### config.mk
export PLATFORM = sky130hd
export DESIGN_NAME = jtag_tap_ctrl
export DESIGN_NICKNAME = d
export VERILOG_FILES = /design/src/rtl/jtag_tap_ctrl.sv
export SDC_FILE = /design/constraint.sdc
export NUM_CORES = 1
export LEC_CHECK = 0
export CAP_MARGIN = 20
export CORE_MARGIN = 1.5
export CORE_UTILIZATION = 43
export DETAILED_ROUTE_END_ITERATION = 7
export PLACE_DENSITY = 0.72
export REMOVE_ABC_BUFFERS = 1
export SLEW_MARGIN = 25
export SYNTH_ARGS = -nofsm -noshare
export SYNTH_HDL_FRONTEND = slang
export SYNTH_SLANG_ARGS = --single-unit
### constraint.sdc
create_clock -name TCK -period 1 [get_ports TCK]
set_input_delay 0.1 -clock TCK [delete_from_list [all_inputs] [get_ports TCK]]
set_output_delay 0.1 -clock TCK [all_outputs]
set_load 0.005 [all_outputs]
### src/rtl/jtag_tap_ctrl.sv
// ---------------------------------------------------------------------------
// JtagTapCtrl: IEEE 1149.1 TAP controller with instruction register,
// bypass register and optional 32-bit device ID register.
//
// Optional feature: define JTAG_IDCODE_EN to include the ID register, decode
// the IDCODE opcode and make IDCODE the reset instruction. Without it, opcode
// 0010 decodes as BYPASS and BYPASS is the reset instruction.
//
// Parameters:
//   IR_WIDTH      instruction register width (>= 2)
//   IDCODE_VALUE  device ID, bit 0 must be 1
// Ports:
//   TCK           the only clock, all state changes on its rising edge
//   TRST          synchronous active-high reset, overrides TMS
//   TMS, TDI      test mode select and serial data in
//   bsr_tdo       serial output of the external boundary scan register
//   TDO, TDO_en   serial data out and its enable (Shift-IR / Shift-DR)
//   dr_capture, dr_shift, dr_update  data-register phase strobes (Moore)
//   bsr_select    boundary scan register is the selected data register
//   mode          boundary scan register drives pins (EXTEST)
//   tlr_reset     high while in Test-Logic-Reset
//   instr         active instruction
// ---------------------------------------------------------------------------
module jtag_tap_ctrl #(
  parameter int unsigned IR_WIDTH     = 4,
  parameter logic [31:0] IDCODE_VALUE = 32'h1000_0001
) (
  input  logic                TCK,
  input  logic                TRST,
  input  logic                TMS,
  input  logic                TDI,
  input  logic                bsr_tdo,
  output logic                TDO,
  output logic                TDO_en,
  output logic                dr_capture,
  output logic                dr_shift,
  output logic                dr_update,
  output logic                bsr_select,
  output logic                mode,
  output logic                tlr_reset,
  output logic [IR_WIDTH-1:0] instr
);

  typedef enum logic [3:0] {
    TLR, RTI,
    SEL_DR, CAP_DR, SH_DR, EX1_DR, PAUSE_DR, EX2_DR, UPD_DR,
    SEL_IR, CAP_IR, SH_IR, EX1_IR, PAUSE_IR, EX2_IR, UPD_IR
  } tap_state_t;

  localparam logic [IR_WIDTH-1:0] OP_EXTEST  = '0;
  localparam logic [IR_WIDTH-1:0] OP_SAMPLE  = IR_WIDTH'(1);
  localparam logic [IR_WIDTH-1:0] OP_BYPASS  = '1;
  localparam logic [IR_WIDTH-1:0] IR_CAPTURE = IR_WIDTH'(2'b01);

`ifdef JTAG_IDCODE_EN
  localparam logic [IR_WIDTH-1:0] OP_IDCODE  = IR_WIDTH'(2);
  localparam logic [IR_WIDTH-1:0] RST_INSTR  = OP_IDCODE;
`else
  localparam logic [IR_WIDTH-1:0] RST_INSTR  = OP_BYPASS;
`endif

  tap_state_t          state;
  tap_state_t          next_state;
  logic [IR_WIDTH-1:0] ir_shift;
  logic                bypass_reg;
  logic                sel_idcode;
  logic                dr_tdo;

  // TAP state register; reset wins over any TMS value.
  always_ff @(posedge TCK) begin
    if (TRST) state <= TLR;
    else      state <= next_state;
  end

  // Standard TMS-driven transitions plus Moore decode of the phase strobes.
  always_comb begin
    next_state = state;
    tlr_reset  = 1'b0;
    dr_capture = 1'b0;
    dr_shift   = 1'b0;
    dr_update  = 1'b0;
    TDO_en     = 1'b0;
    case (state)
      TLR:      begin next_state = TMS ? TLR    : RTI;    tlr_reset = 1'b1; end
      RTI:            next_state = TMS ? SEL_DR : RTI;
      SEL_DR:         next_state = TMS ? SEL_IR : CAP_DR;
      CAP_DR:   begin next_state = TMS ? EX1_DR : SH_DR;  dr_capture = 1'b1; end
      SH_DR:    begin next_state = TMS ? EX1_DR : SH_DR;  dr_shift = 1'b1; TDO_en = 1'b1; end
      EX1_DR:         next_state = TMS ? UPD_DR : PAUSE_DR;
      PAUSE_DR:       next_state = TMS ? EX2_DR : PAUSE_DR;
      EX2_DR:         next_state = TMS ? UPD_DR : SH_DR;
      UPD_DR:   begin next_state = TMS ? SEL_DR : RTI;    dr_update = 1'b1; end
      SEL_IR:         next_state = TMS ? TLR    : CAP_IR;
      CAP_IR:         next_state = TMS ? EX1_IR : SH_IR;
      SH_IR:    begin next_state = TMS ? EX1_IR : SH_IR;  TDO_en = 1'b1; end
      EX1_IR:         next_state = TMS ? UPD_IR : PAUSE_IR;
      PAUSE_IR:       next_state = TMS ? EX2_IR : PAUSE_IR;
      EX2_IR:         next_state = TMS ? UPD_IR : SH_IR;
      UPD_IR:         next_state = TMS ? SEL_DR : RTI;
      default:        next_state = TLR;
    endcase
  end

  // IR shift stage: capture the fixed 01 pattern, then shift LSB-first.
  // Pause/exit states leave it untouched so a shift can be resumed.
  always_ff @(posedge TCK) begin
    if (TRST)                 ir_shift <= '0;
    else if (state == CAP_IR) ir_shift <= IR_CAPTURE;
    else if (state == SH_IR)  ir_shift <= {TDI, ir_shift[IR_WIDTH-1:1]};
  end

  // Active instruction changes only when leaving Update-IR, so an aborted
  // shift (reset mid-shift) never reaches it. TLR keeps re-forcing the
  // reset instruction every cycle.
  always_ff @(posedge TCK) begin
    if (TRST || state == TLR) instr <= RST_INSTR;
    else if (state == UPD_IR) instr <= ir_shift;
  end

  // Single-bit bypass register.
  always_ff @(posedge TCK) begin
    if (TRST)                 bypass_reg <= 1'b0;
    else if (state == CAP_DR) bypass_reg <= 1'b0;
    else if (state == SH_DR)  bypass_reg <= TDI;
  end

  assign bsr_select = (instr == OP_EXTEST) || (instr == OP_SAMPLE);
  assign mode       = (instr == OP_EXTEST);

`ifdef JTAG_IDCODE_EN
  logic [31:0] id_reg;

  assign sel_idcode = (instr == OP_IDCODE);

  // Device ID register, only active while IDCODE is the instruction.
  always_ff @(posedge TCK) begin
    if (TRST)                               id_reg <= IDCODE_VALUE;
    else if (state == CAP_DR && sel_idcode) id_reg <= IDCODE_VALUE;
    else if (state == SH_DR && sel_idcode)  id_reg <= {TDI, id_reg[31:1]};
  end

  assign dr_tdo = bsr_select ? bsr_tdo : (sel_idcode ? id_reg[0] : bypass_reg);
`else
  logic unused_idcode;

  assign unused_idcode = ^IDCODE_VALUE;
  assign sel_idcode    = 1'b0;
  assign dr_tdo        = bsr_select ? bsr_tdo : bypass_reg;
`endif

  // Serial output mux; any unrecognised instruction falls through to bypass.
  always_comb begin
    TDO = 1'b0;
    if (state == SH_IR)      TDO = ir_shift[0];
    else if (state == SH_DR) TDO = dr_tdo;
  end

endmodule

==> impl_metrics.ini <==
[flow_run]
maxCapViolations = 0

[route]
first_iter_violations = 26
avgRoutedWirePerCell_um = 17.32
drc_violations_left = 0
drt-pass1-iter-count = 4
route.final.wire_length_um = 2961
detailroute.via_count = 925
routed_via_density = 5.409
antenna_violating_nets_remaining = 0

[finish]
layout.core_utilization_pct = 83.88
area_growth_pct = 86.18
diodes = 0
fin_cells = 171
reg.largest.list = instr (4), ir_shift (4), state (4)
filler_cell_count = 100
final_layout_size_suffix_gt1_share_pct = 67.12
final_net_count = 152

[place]
placedCellCount = 148
gp_routability_congestion = 0.7767
detailed_place_hpwl_um = 1515
count_of_input_and_output_buffers = 16

[yosys]
yosysUniqueCellTypes = 35
dominantRegCellSynth = sky130_fd_sc_hd__dfxtp_1
synth_area_per_cell_sq_um = 8.364
netlist_instances = 92
synth.largest_area_cell = sky130_fd_sc_hd__dfxtp_1
synth_top_area_share_pct = 33.82
number_of_storage_elements_in_the_synthesis_netlist = 13
synth_area_sq_um = 769.5
synth.most_common_cell = sky130_fd_sc_hd__dfxtp_1
netlist_top_cells_count = sky130_fd_sc_hd__dfxtp_1 (13), sky130_fd_sc_hd__nand2_1 (11)
synth.yosys.seq_area_share_pct = 33.82
synth_async_sr_flop_share_pct = 0
synth_warnings = 0
yosys-top-cells-area = sky130_fd_sc_hd__dfxtp_1 (34%), sky130_fd_sc_hd__mux2i_1 (6.5%), sky130_fd_sc_hd__nand2_1 (5.4%)
synth_enable_flop_cells = 0

[cts]
cts_buffer_depth = 2
clock_sink_count = 13
h-tree-depth = 1
post_cts_hold_buffer_count = 0
clk_latency_ns = 0.28
cts-root-buf = sky130_fd_sc_hd__clkbuf_4
num_cts_buffers = 3
tritoncts_clock_tree = yes
cts.reportedPaths.clkPinSlew_ns = 0.09

[floorplan]
floorplan.core_area_sq_um = 1708
ios = 17
rows = 15
die_area_sq_um = 2052
fp.dieH_um = 45.30
die_x_um = 45.30
initial_core_util_pct = 45.05

[timing]
finalWorstSetupSlack_ns = -0.4035
timing.final.max_slew_violations = 0
post_route_skew_ns = 0.01058
max_freq_mhz = 712.5
setup-violations-final = 21
grt_setup_unrepaired = yes
final_min_period_over_clock_period_pct = 140.3
worstMarginPinSlew_ns = 0.2788
timing_hold_violations_final = 0
slew_headroom_pct = 81.36
timing.final.crit_period_ns = 1.403

[power]
pwr_density_cell_nw_per_um2 = 927.3
power_leakage_uw = 0.0006121
peak_vdd_ir_mv = 0.7727

[global_route]
globalRouteTotalUtil_pct = 24.55
antenna_violations_before_repair = 0
via_count_of_the_first_global_routing_pass = 789
globalRouteOverflowTotal = 0
grt_pass1_wl_um = 3491
maximum_number_of_pins_on_one_net_before_global_route_repair = 12

[critical_path]
cp_max_fo = 4
crit_arrival_ns = 1.30
timing.critical_path.to_type = primary output
timing.setup.critical_path_class = flop to primary output
worst_ep_required_time_ns = 0.90
worst_setup_path_start_kind = flop

[run_status]
violated_checks = setup timing
outcome = complete, but fails checks

[worst_hold_path]
min-delay-path-class = input port to flop
placed cells by master (no fill, tap or decap), types with 4 or more instances in the layout:
| master | synthesis | final |
|---|---|---|
| sky130_fd_sc_hd__a21oi_2 | 0 | 4 |
| sky130_fd_sc_hd__buf_2 | 3 | 8 |
| sky130_fd_sc_hd__buf_4 | 1 | 29 |
| sky130_fd_sc_hd__buf_6 | 3 | 16 |
| sky130_fd_sc_hd__clkdlybuf4s50_1 | 0 | 4 |
| sky130_fd_sc_hd__dfxtp_1 | 13 | 5 |
| sky130_fd_sc_hd__dfxtp_2 | 0 | 4 |
| sky130_fd_sc_hd__dfxtp_4 | 0 | 4 |
| sky130_fd_sc_hd__mux2i_1 | 5 | 5 |
| sky130_fd_sc_hd__nand2_1 | 11 | 8 |
power breakdown:
part | switching, uW | leakage, uW | total (uW) | internal (uW)
clock | 177 | 0.0000150 | 331 | 154
sequential | 27.5 | 0.000106 | 555 | 527
combinational | 192 | 0.000491 | 442 | 250
total | 397 | 0.000612 | 1330 | 932
metrics by stage:
step                      area [sq um]  setup slack (ns)  hold WS, ns  power [uW]  TNS [ns]
after global routing              1433           -0.4880       0.4737        1375    -6.179
final                             1433           -0.4035       0.4748        1328    -5.195
after global placement            1067           -0.4439       0.4391       813.1    -4.978
after detailed placement          1067           -0.5203       0.4666       821.4    -5.474
after CTS                         1216           -0.4055       0.4764        1202    -4.740
after floorplan                  680.7           -0.2450       0.1691       660.0    -2.612
layer usage:
metal,wire length (um),track usage (%)
met2,1608,43.14
met5,0,0
met4,110,18.24
met3,106,5.200
met1,1136,25.18
critical path, stage by stage (launching register included):
cell and delay (ns):
sky130_fd_sc_hd__dfxtp_4 0.40, sky130_fd_sc_hd__buf_6 0.11, sky130_fd_sc_hd__nand3b_1 0.10, sky130_fd_sc_hd__buf_4 0.16, sky130_fd_sc_hd__o21ai_1 0.13, sky130_fd_sc_hd__buf_2 0.13
worst paths after layout:
kind / start / end / slack (ns) / depth (start not counted)
max: state[2] / TDO / -0.40 / 5
min: TDI / ir_shift[3] / 0.47 / 3
max reg2reg: state[2] / state[1] / -0.36 / 6
min reg2reg: ir_shift[3] / ir_shift[2] / 0.49 / 2
cells by family (layout without fill, tap and decap cells):
kind of cell | Yosys count | in the layout | share of synthesized area [%]
buf+inv | 15 | 69 | 13.49
mux | 6 | 6 | 7.968
xor+xnor | 1 | 1 | 1.138
simple gates | 37 | 37 | 26.34
compound gates | 20 | 20 | 17.24
flops | 13 | 13 | 33.82
layout make-up:
cell class,count,area (sq um),share of cell area (%)
repair buffers,61,521.8,36.42
flip-flops and latches,13,280.3,19.56
multi-input cells,64,558.0,38.95
well taps,25,31.28,2.183
clock buffers,4,26.28,1.834
inverters,4,15.01,1.048
repair_timing:
item	in CTS	in global routing
resized for setup	69	42
endpoints found under the hold margin	0	0
setup buffers	11	13
pin swaps	9	26
endpoints found under the setup margin	25	24
(Power assumes the default switching activity.)
==> variant (same settings) <==
Add a define of `JTAG_IDCODE_EN`.
--- a/src/rtl/jtag_tap_ctrl.sv
+++ b/src/rtl/jtag_tap_ctrl.sv
@@ -22,4 +22,6 @@
 //   instr         active instruction
 // ---------------------------------------------------------------------------
+`define JTAG_IDCODE_EN
+
 module jtag_tap_ctrl #(
   parameter int unsigned IR_WIDTH     = 4,
Function: changed (Yosys sat finds a counterexample within 4 cycles, from zero or initial values and one cycle with TRST high).
==> variant against the unedited design <==
The run still ends with setup timing left; sequential share of layout area up 9.7 points; total power rose to 2.9 times the old value; synthesized cell count up 130%; global-route usage down 4.7 points; clock skew down 0.0060 ns; utilization down 11 points; fmax down 21%; wire length up 78%; critical path type unchanged; largest power group unchanged; setup slack worse by 0.37 ns; area after synthesis up 150%; sequential cell count up 32; largest cell class unchanged; clock power rose to 4.3 times the old value; final area up 120%; combinational power up 34%.
==> variant: results (changes against the unedited design) <==
status finished with violations; failing checks setup timing; iteration-0 DRC count of the detailed router 122 (+370%); Comb. pwr 594 uW (+34%); endpoints failing setup 56 (+170%); comb_multi_in 140 (+120%); Layout area overhead 63.2%; die width 69.9 um (+54%); clk_lat worst skew 0.30 ns (+0.02 ns); P_leak 1.18 nW (+93%); maximum VDD drop 0.00123 V (+59%); GR Util met2 0.346 (-0.0854); Placed Area 2300 um^2 (+120%); Root Buffer clkbuf_8; H-tree depth 2 (+1); vias 1823 (+97%); net switching power figure 911 uW (+130%); #FFs+latches synth 45 (+32); dpl hpwl 2.51 mm (+66%); CP delay by family, top simple AND/OR/NAND/NOR gates; global-route wire length before repair 7.88 mm (+130%); Syn Area/Cell 9.07 um^2 (+8.5%); wire per inst 16.4 um (-5.3%); slowest CP cell or4b_4; storage element area 917 um^2 (+230%); ClkCell Share 0.0383 (+0.0199); Slew @ Worst Pin 0.372 ns (+0.0935 ns); Worst Hold Launch TMS; Clock Skew 0.00460 ns (-0.00597 ns); arrival time at the worst endpoint 1.68 ns (+0.38 ns); cell count after placement 293 (+98%); Clock Power Share 0.371 (+0.122); GRT met3 Usage 0.0418 (-0.0102); commonest cells in the netlist dfxtp_1 (45), nand2_1 (33), o22ai_1 (26); Crit. Startpoint state[3]$_SDFF_PP0_; Layout fillers 295 (+200%); vias in the first global route 1719 (+120%); Cell variety after synth 45 (+29%); GRT Total Usage 0.198 (-0.0471); Worst Slack Setup Final -0.778 ns (-0.374 ns); Hold Path End state[3]$_SDFF_PP0_; routability cong. 0.780 (+0.37%); Non-clk invs 10 (+6); r2r setup slk -0.62 ns (-0.26 ns); DRT Wirelength 5.26 mm (+78%); multi-input combinational area share 0.402 (+0.0124); synth top area cells dfxtp_1 (47%), o22ai_1 (8.5%), nand2_1 (6.4%); crit-path max FO 3 (-1); sequential power share 0.474 (+0.056)
## variant: cell types whose count changed in the layout (fill, tap and decap cells not counted), sizes merged, moves of 4 or more
cell	change
dfxtp	+32
nand2	+26
o22ai	+26
inv	+5
nor2	+5
buf	+4
o32ai	+4
## variant: logic make-up (layout without fill, tap and decap cells)
group / after synthesis / in the layout / share of synthesized area
AND/OR/NAND/NOR: 76 / 79 / 0.208
XOR/XNOR: 1 / 1 / 0.00456
multiplexers: 6 / 6 / 0.0319
buffers and inverters: 30 / 84 / 0.0761
flip-flops: 45 / 45 / 0.468
AO/OA/AOI/OAI: 54 / 54 / 0.211
## variant: timing repair
action	CTS	global route
pin swaps	13	39
cloned	4	2
setup endpoints to repair	57	57
gates resized for setup	110	51
buffers inserted	11	6
endpoints found under the hold margin	0	0
## variant: per-layer routing
layer	vias to the layer above	part of all wire
met4	0	0.020
met3	10	0.040
met5	-	0
met2	46	0.53
li1	883	-
met1	884	0.41
